<file path="src/rtl/dac_channel_scheduler.sv">
// Round-robin share of one DACx811 driver among NCH slots; grant 1 cycle after pend, transfers serialized by dac_busy.
// Writes are always accepted (coalescing slots); optional post-transfer gap when DAC_SCHED_HOLDOFF_EN is defined.
module dac_channel_scheduler #(
   parameter int NCH     = 4,
   parameter int BITS    = 16,
   parameter int HOLDOFF = 8,
   localparam int SW     = $clog2(NCH)
) (
   input  logic                clk,
   input  logic                rst,
   input  logic [NCH-1:0]      ch_wr,
   input  logic [NCH*BITS-1:0] ch_data,
   output logic [NCH-1:0]      ch_pend,
   output logic                dac_start,
   output logic [BITS-1:0]     dac_data,
   input  logic                dac_busy,
   output logic [SW-1:0]       dac_sel,
   output logic                done,
   output logic                sched_busy
);

   localparam logic [1:0] IDLE      = 2'd0;
   localparam logic [1:0] WAIT_BUSY = 2'd1;
   localparam logic [1:0] WAIT_DONE = 2'd2;
`ifdef DAC_SCHED_HOLDOFF_EN
   localparam logic [1:0] HOLD      = 2'd3;
   localparam int HW = (HOLDOFF > 0) ? $clog2(HOLDOFF + 1) : 1;
   logic [HW-1:0] hold_cnt;
`endif

   if (NCH < 2 || NCH > 16 || HOLDOFF < 0) begin : g_param_check
      $error("dac_channel_scheduler: NCH must be 2..16 and HOLDOFF >= 0");
   end

   logic [1:0]      state;
   logic [SW-1:0]   last_grant;
   logic [BITS-1:0] slot [NCH];
   logic [SW-1:0]   win;
   logic            found;
   logic [SW:0]     idx;
   logic [NCH-1:0]  grant;

   // First pending slot after the last grant, wrapping NCH-1 -> 0.
   always_comb begin
      win   = last_grant;
      found = 1'b0;
      idx   = '0;
      for (int k = 1; k <= NCH; k++) begin
         idx = {1'b0, last_grant} + (SW+1)'(k);
         if (idx >= (SW+1)'(NCH)) idx = idx - (SW+1)'(NCH);
         if (!found && ch_pend[idx[SW-1:0]]) begin
            found = 1'b1;
            win   = idx[SW-1:0];
         end
      end
   end

   assign grant      = (state == IDLE && found) ? (NCH'(1) << win) : '0;
   assign sched_busy = (state != IDLE);

   // A write in the grant cycle wins over the clear, so the new code stays pending.
   always_ff @(posedge clk or posedge rst) begin
      if (rst) begin
         ch_pend <= '0;
         for (int i = 0; i < NCH; i++) slot[i] <= '0;
      end else begin
         ch_pend <= (ch_pend & ~grant) | ch_wr;
         for (int i = 0; i < NCH; i++)
            if (ch_wr[i]) slot[i] <= ch_data[i*BITS +: BITS];
      end
   end

   always_ff @(posedge clk or posedge rst) begin
      if (rst) begin
         state      <= IDLE;
         last_grant <= SW'(NCH - 1);
         dac_start  <= 1'b0;
         dac_data   <= '0;
         dac_sel    <= '0;
         done       <= 1'b0;
`ifdef DAC_SCHED_HOLDOFF_EN
         hold_cnt   <= '0;
`endif
      end else begin
         dac_start <= 1'b0;
         done      <= 1'b0;
         case (state)
            IDLE: begin
               if (found) begin
                  dac_start  <= 1'b1;
                  dac_data   <= slot[win];
                  dac_sel    <= win;
                  last_grant <= win;
                  state      <= WAIT_BUSY;
               end
            end
            WAIT_BUSY: begin
               if (dac_busy) state <= WAIT_DONE;
            end
            WAIT_DONE: begin
`ifdef DAC_SCHED_HOLDOFF_EN
               if (!dac_busy) begin
                  done     <= 1'b1;
                  hold_cnt <= '0;
                  state    <= HOLD;
               end
`else
               // Linger one cycle after done so done-to-start spacing matches the HOLDOFF=0 case.
               if (done) state <= IDLE;
               else if (!dac_busy) done <= 1'b1;
`endif
            end
`ifdef DAC_SCHED_HOLDOFF_EN
            HOLD: begin
               if (hold_cnt == HW'(HOLDOFF)) state <= IDLE;
               else hold_cnt <= hold_cnt + 1'b1;
            end
`endif
            default: state <= IDLE;
         endcase
      end
   end

endmodule
</file>
<file path="config.mk">
export PLATFORM = sky130hd
export DESIGN_NAME = dac_channel_scheduler
export DESIGN_NICKNAME = d
export VERILOG_FILES = /design/src/rtl/dac_channel_scheduler.sv
export SDC_FILE = /design/constraint.sdc
export NUM_CORES = 1
export LEC_CHECK = 0
export CORE_MARGIN = 8
export CORE_UTILIZATION = 49
export DETAILED_ROUTE_END_ITERATION = 12
export PLACE_DENSITY = 0.79
export SETUP_SLACK_MARGIN = 0.05
export SKIP_CTS_REPAIR_TIMING = 1
export SLEW_MARGIN = 0
export SYNTH_ARGS = -nofsm -noshare
export SYNTH_HDL_FRONTEND = slang
export SYNTH_SLANG_ARGS = --single-unit
export TNS_END_PERCENT = 100
</file>
<file path="constraint.sdc">
create_clock -name clk -period 3.5 [get_ports clk]
set_input_delay 0.875 -clock clk [delete_from_list [all_inputs] [get_ports clk]]
set_output_delay 0.875 -clock clk [all_outputs]
set_load 0.03 [all_outputs]
</file>
Word-level counts from Yosys, hierarchy flattened
Cells that the tools add are included.
{"block": "word_totals", "register_bits": 92, "in_bits": 71, "output_inout_bits": 25, "word_cells": 82}
{"block": "classes", "addsub": 8, "magnitude_cmp": 9, "n_eq_ne": 5, "n_shift": 1, "mux": 33, "bitwise_logic": 4, "reduce_logical": 11}
{"op": "$bmux W16 S2", "n": 1}
{"op": "$mux W16", "n": 2}
{"op": "$mux W2", "n": 11}
{"op": "$ge A3 B3 Y1 const B", "n": 5}
{"op": "$mux W1", "n": 13}
{"op": "$lt A2 B3 Y1 const B", "n": 4}
{"op": "$bmux W1 S2", "n": 4}
{"op": "$sub A2 B1 Y2 const B", "n": 4}
{"op": "$add A2 B2 Y3 const B", "n": 2}
{"op": "$ne A2 B2 Y1 const B", "n": 3}
{"op": "$pmux W2 S3", "n": 1}
{"op": "$and A4 B4 Y4", "n": 1}
{"op": "$logic_and A1 B1 Y1", "n": 4}
{"op": "$mux W4", "n": 1}
{"op": "$not A4 Y4", "n": 1}
{"op": "$or A4 B4 Y4", "n": 1}
{"op": "$shl A1 B2 Y4 const A", "n": 1}
{"op": "$add A2 B1 Y3 const B", "n": 1}
{"op": "$add A2 B3 Y3 const B", "n": 1}
{"op": "$logic_not A1 Y1", "n": 3}
{"op": "$not A2 Y3", "n": 1}
{"op": "$reduce_and A3 Y1", "n": 1}
{"op": "$eq A2 B1 Y1 const B", "n": 1}
{"op": "$eq A2 B2 Y1 const B", "n": 1}
{"op": "other kinds (3)", "n": 3}

Depth between registers and ports, before layout
{"block": "depth", "depth_word": 20, "ltp_mapped": 7, "depth_no_buf": 6}

Worst setup path before layout
No wires, ideal clock.
{"block": "synth_timing", "path_kind": "input-to-reg", "startpoint": "in ch_wr[3]", "endpoint": "reg slot[1] (netlist name)", "setup_time_ns": 0.125, "t_arrival_ns": 1.865, "path_slack_ns": 1.510, "stages": 3, "n_path_buf": 2, "cell_sequence": "clkbuf_1 > buf_1 > mux2_2"}
{"element": "from (decl)", "line": "11", "text": "input logic [NCH-1:0] ch_wr,"}
{"element": "to (signal, indexed assignment)", "line": "69", "text": "if (ch_wr[i]) slot[i] <= ch_data[i*BITS +: BITS];"}
{"element": "to (decl)", "line": "37", "text": "logic [BITS-1:0] slot [NCH];"}
No word-level cell between the ends.

Worst setup path after layout
{"block": "layout_timing", "startpoint": "reg state[0]", "endpoint": "out sched_busy"}
{"block": "layout_between", "elab_chain_len": 1}
{"element": "from (decl)", "line": "35", "text": "logic [1:0] state;"}
{"element": "from (signal assigned)", "line": "75", "text": "state <= IDLE;"}
{"element": "from (signal assigned)", "line": "94", "text": "state <= WAIT_BUSY;"}
{"element": "from (signal assigned)", "line": "98", "text": "if (dac_busy) state <= WAIT_DONE;"}
{"element": "$reduce_bool A2 Y1", "line": "59", "text": "assign sched_busy = (state != IDLE);"}
{"element": "to (decl)", "line": "19", "text": "output logic sched_busy"}
No other way between the ends.

==> run_results.csv <==
group,metric,value,unit
detailed_routing,detail_route.wirelength,9.02,mm
placement,dpl_wire_length,6.39,mm
global_route,track_usage,16.7,%
clock_network,path_clk_slew,0.09,ns
placement,place.gp.congestion,0.740,
global_route,grt_antenna_before_repair,0,
synth,postSynth.topFlopCell,"dfrtp_1",
detailed_routing,via_count,2629,
die,start_util,50.6,%
global_route,first_global_vias,2874,
power_and_ir_drop,ir_drop,0.348,mV
synth,netlist_area,3930,um2
detailed_routing,drt.antenna.violating_nets,0,
clock_network,cts_tree,"done",
synth,post_synth_main_area_contributors,"dfrtp_1 (57%), mux2_2 (18%), mux2i_1 (7.9%)",
cells_and_area,final_antenna_diode_count,0,
synth,synthesis.area_per_instance,13.8,um2
worst_setup_path,critPathSlowestCell,"clkdlybuf4s50_1",
worst_setup_path,crit_family,"buffers and inverters",
cells_and_area,instances_no_fill,482,
timing,grt_setup_unrepaired,"no",
die,floorplan.die_area,11100,um2
timing,final-hold-violation-count,0,
detailed_routing,post_drt_via_cell_ratio,5.45,
synth,synth_edf_count,0,
clock_network,number_of_buffers_created_by_cts,9,
timing,slew_viol_final,0,
die,fp.coreArea,7770,um2
clock_network,clkLatencyLatePin,0.35,ns
clock_network,cts.root.buffer_cell,"clkbuf_8",
status,result_of_the_run,"finished clean",
synth,post_synth_most_frequent_cells,"dfrtp_1 (90), mux2_2 (63), mux2i_1 (31), nand2_1 (20), o221ai_1 (15)",
cells_and_area,post_route_cells_drive_above_1_share,24.2,%
synth,postSynthCellCount,284,
clock_network,max_buffers_root_to_sink,2,
synth,post_synth_and_or_nand_nor_area_fraction,5.51,%
synth,synthXorXnorAreaFrac,0,%
synth,postSynth.asyncResetShare,100,%
clock_network,cts_num_sinks,92,
power_and_ir_drop,pleak,2.19,nW
detailed_routing,avgRoutedWirePerCell,18.7,um
worst_hold_path,hold_path_class,"flop to flop",
die,die-height,106,um
clock_network,cts_htree_levels,3,
global_route,maximum_number_of_pins_on_one_net_before_global_route_repair,61,
flow_run,drv_cap,0,
synth,synth_seq_area_share,58.6,%
synth,yosysTopAreaCellShare,57.3,%
power_and_ir_drop,power.share.combinational,43.9,%
synth,post_synth_mux_area_share,26.3,%
worst_setup_path,setup.worst_path.start_class,"flop",
placement,numPortBuffers,95,
synth,synth_top_area_cell,"dfrtp_1",
power_and_ir_drop,p_clk_share,19.3,%
synth,synthesis.yosys.warnings,0,
detailed_routing,drt-pass1-iter-count,4,
synth,synth.ff_latch_count,92,
die,core.rowCount,32,
cells_and_area,number_of_filler_cells_placed_in_the_layout,583,
synth,combinational_family_with_the_most_area_after_synthesis,"multiplexers",
global_route,grt-ovfl-total,0,
synth,synth_most_common_cell,"dfrtp_1",
worst_setup_path,critical_path.max_stage_delay,0.59,ns
timing,maxClockFrequency,391,MHz
timing,worst_slew_margin_rel,36.1,%
timing,setup_violations,0,
power_and_ir_drop,powerDensity,774,nW/um2
power_and_ir_drop,power.switching_fraction,37.5,%
worst_setup_path,cp.arrival,1.68,ns
timing,final.setup_skew,0.00609,ns
cells_and_area,finalNetCount,446,
worst_setup_path,worst-endpoint-required,2.62,ns
synth,mappedNetlistNets,355,
detailed_routing,drt_drc_violations_left,0,
timing,min_period_over_period,73.1,%
timing,setup_tns,0,ns
timing,final.min_clock_period,2.56,ns
worst_setup_path,critPathBufInv,2,
worst_setup_path,critPathMaxFanout,6,
power_and_ir_drop,design_power_total,4.01,mW
worst_setup_path,timing.critical_path.cells,"nor2_1 -> inv_1 -> clkdlybuf4s50_1",
global_route,wire_length_of_the_first_global_routing_pass,14.9,mm
worst_setup_path,critPathCaptureType,"output port",
power_and_ir_drop,switchingPower,1.51,mW
power_and_ir_drop,share_of_total_power_in_sequential_cells,36.8,%
die,floorplan.io_pins,96,
placement,dp.cells,466,
worst_setup_path,critical_path_class,"flop to output port",
synth,yosys.area_share.adder,0,%
power_and_ir_drop,internal-power,2.50,mW
synth,yosysUniqueCellTypes,37,
synth,synth_compound_area_share,6.37,%
timing,worstMarginPinSlew,0.956,ns
detailed_routing,drt_iter0_drc,96,
cells_and_area,layout-area-overhead-vs-synth,31.7,%
die,fp.dieW,106,um
[per-layer routing]
metal / vias to the layer above / part of all wire [%] / track usage, % / wire (um)
met2: 62 / 51 / 27.4 / 4580
met5: - / 0 / 0 / 0
met4: 0 / 2.3 / 7.34 / 210
met3: 14 / 3.6 / 2.86 / 324
li1: 1201 / - / - / -
met1: 1352 / 43 / 21.4 / 3900
[power by group through the flow]
stage	combinational (mW)	clock [mW]	sequential, mW
2_1_floorplan	0.991	0	1.70
3_5_place_dp	1.78	0	1.49
3_3_place_gp	1.74	0	1.48
4_1_cts	1.78	0.783	1.47
6_report	1.76	0.774	1.47
5_1_grt	1.89	0.837	1.50
[layout make-up]
type | instances | area (um2) | share of cell area, %
multi-input combinational | 168 | 1510 | 29.2
tap | 102 | 128 | 2.46
clock buffer | 10 | 128 | 2.46
timing repair buffer | 97 | 991 | 19.1
inverter | 7 | 27.5 | 0.532
sequential | 92 | 2300 | 44.5
clock inverter | 6 | 87.6 | 1.69
[sequential cells by signal, indices dropped and copies added (netlist names)]
signal and cells:
dac_sel 2, done 1, ch_pend 4, state 2, dac_data 16, slot 64
dac_start 1, last_grant 2
[cells by family after synthesis]
group	after synthesis
AND/OR/NAND/NOR	44
multiplexers	95
AO/OA/AOI/OAI	29
buffers and inverters	24
flip-flops	92
[per-stage QoR]
stage	worst slack (ns)	utilization (%)	hold WS (ns)	area, um2
3_3_place_gp	0.965	63.9	0.457	4960
5_1_grt	0.788	66.7	0.523	5180
3_5_place_dp	0.968	63.9	0.468	4960
6_report	0.942	66.7	0.484	5180
2_1_floorplan	0.236	-	0.441	3930
4_1_cts	0.922	66.7	0.490	5180
[worst paths after layout]
check,cells after the start,to,slack [ns],from
worst max-delay path,3,sched_busy,0.94,state[0]
worst min-delay path,2,dac_sel[1],0.48,dac_sel[1]
worst max register to register,4,dac_data[5],1.12,ch_pend[2]
worst min register to register,2,dac_sel[1],0.48,dac_sel[1]
max in group asynchronous,3,slot[55],1.92,rst
min in group asynchronous,2,state[0],0.89,rst
[layout by cell type, fill, tap and decap left out, types with 7 or more instances in the layout]
cell type and count:
o221ai_1 15, dfrtp_1 90, mux2_2 63, clkdlybuf4s50_1 95, nor2_1 7, mux2i_1 31
nand2_1 20, clkbuf_8 9
[worst reg2reg max path: cells and delay by family, from the launching register on]
family          cells  cell delay, ns
compound gates      1            0.22
simple gates        3            1.54
flops               1            0.46
Note: power is estimated with default switching activity, not from simulation.
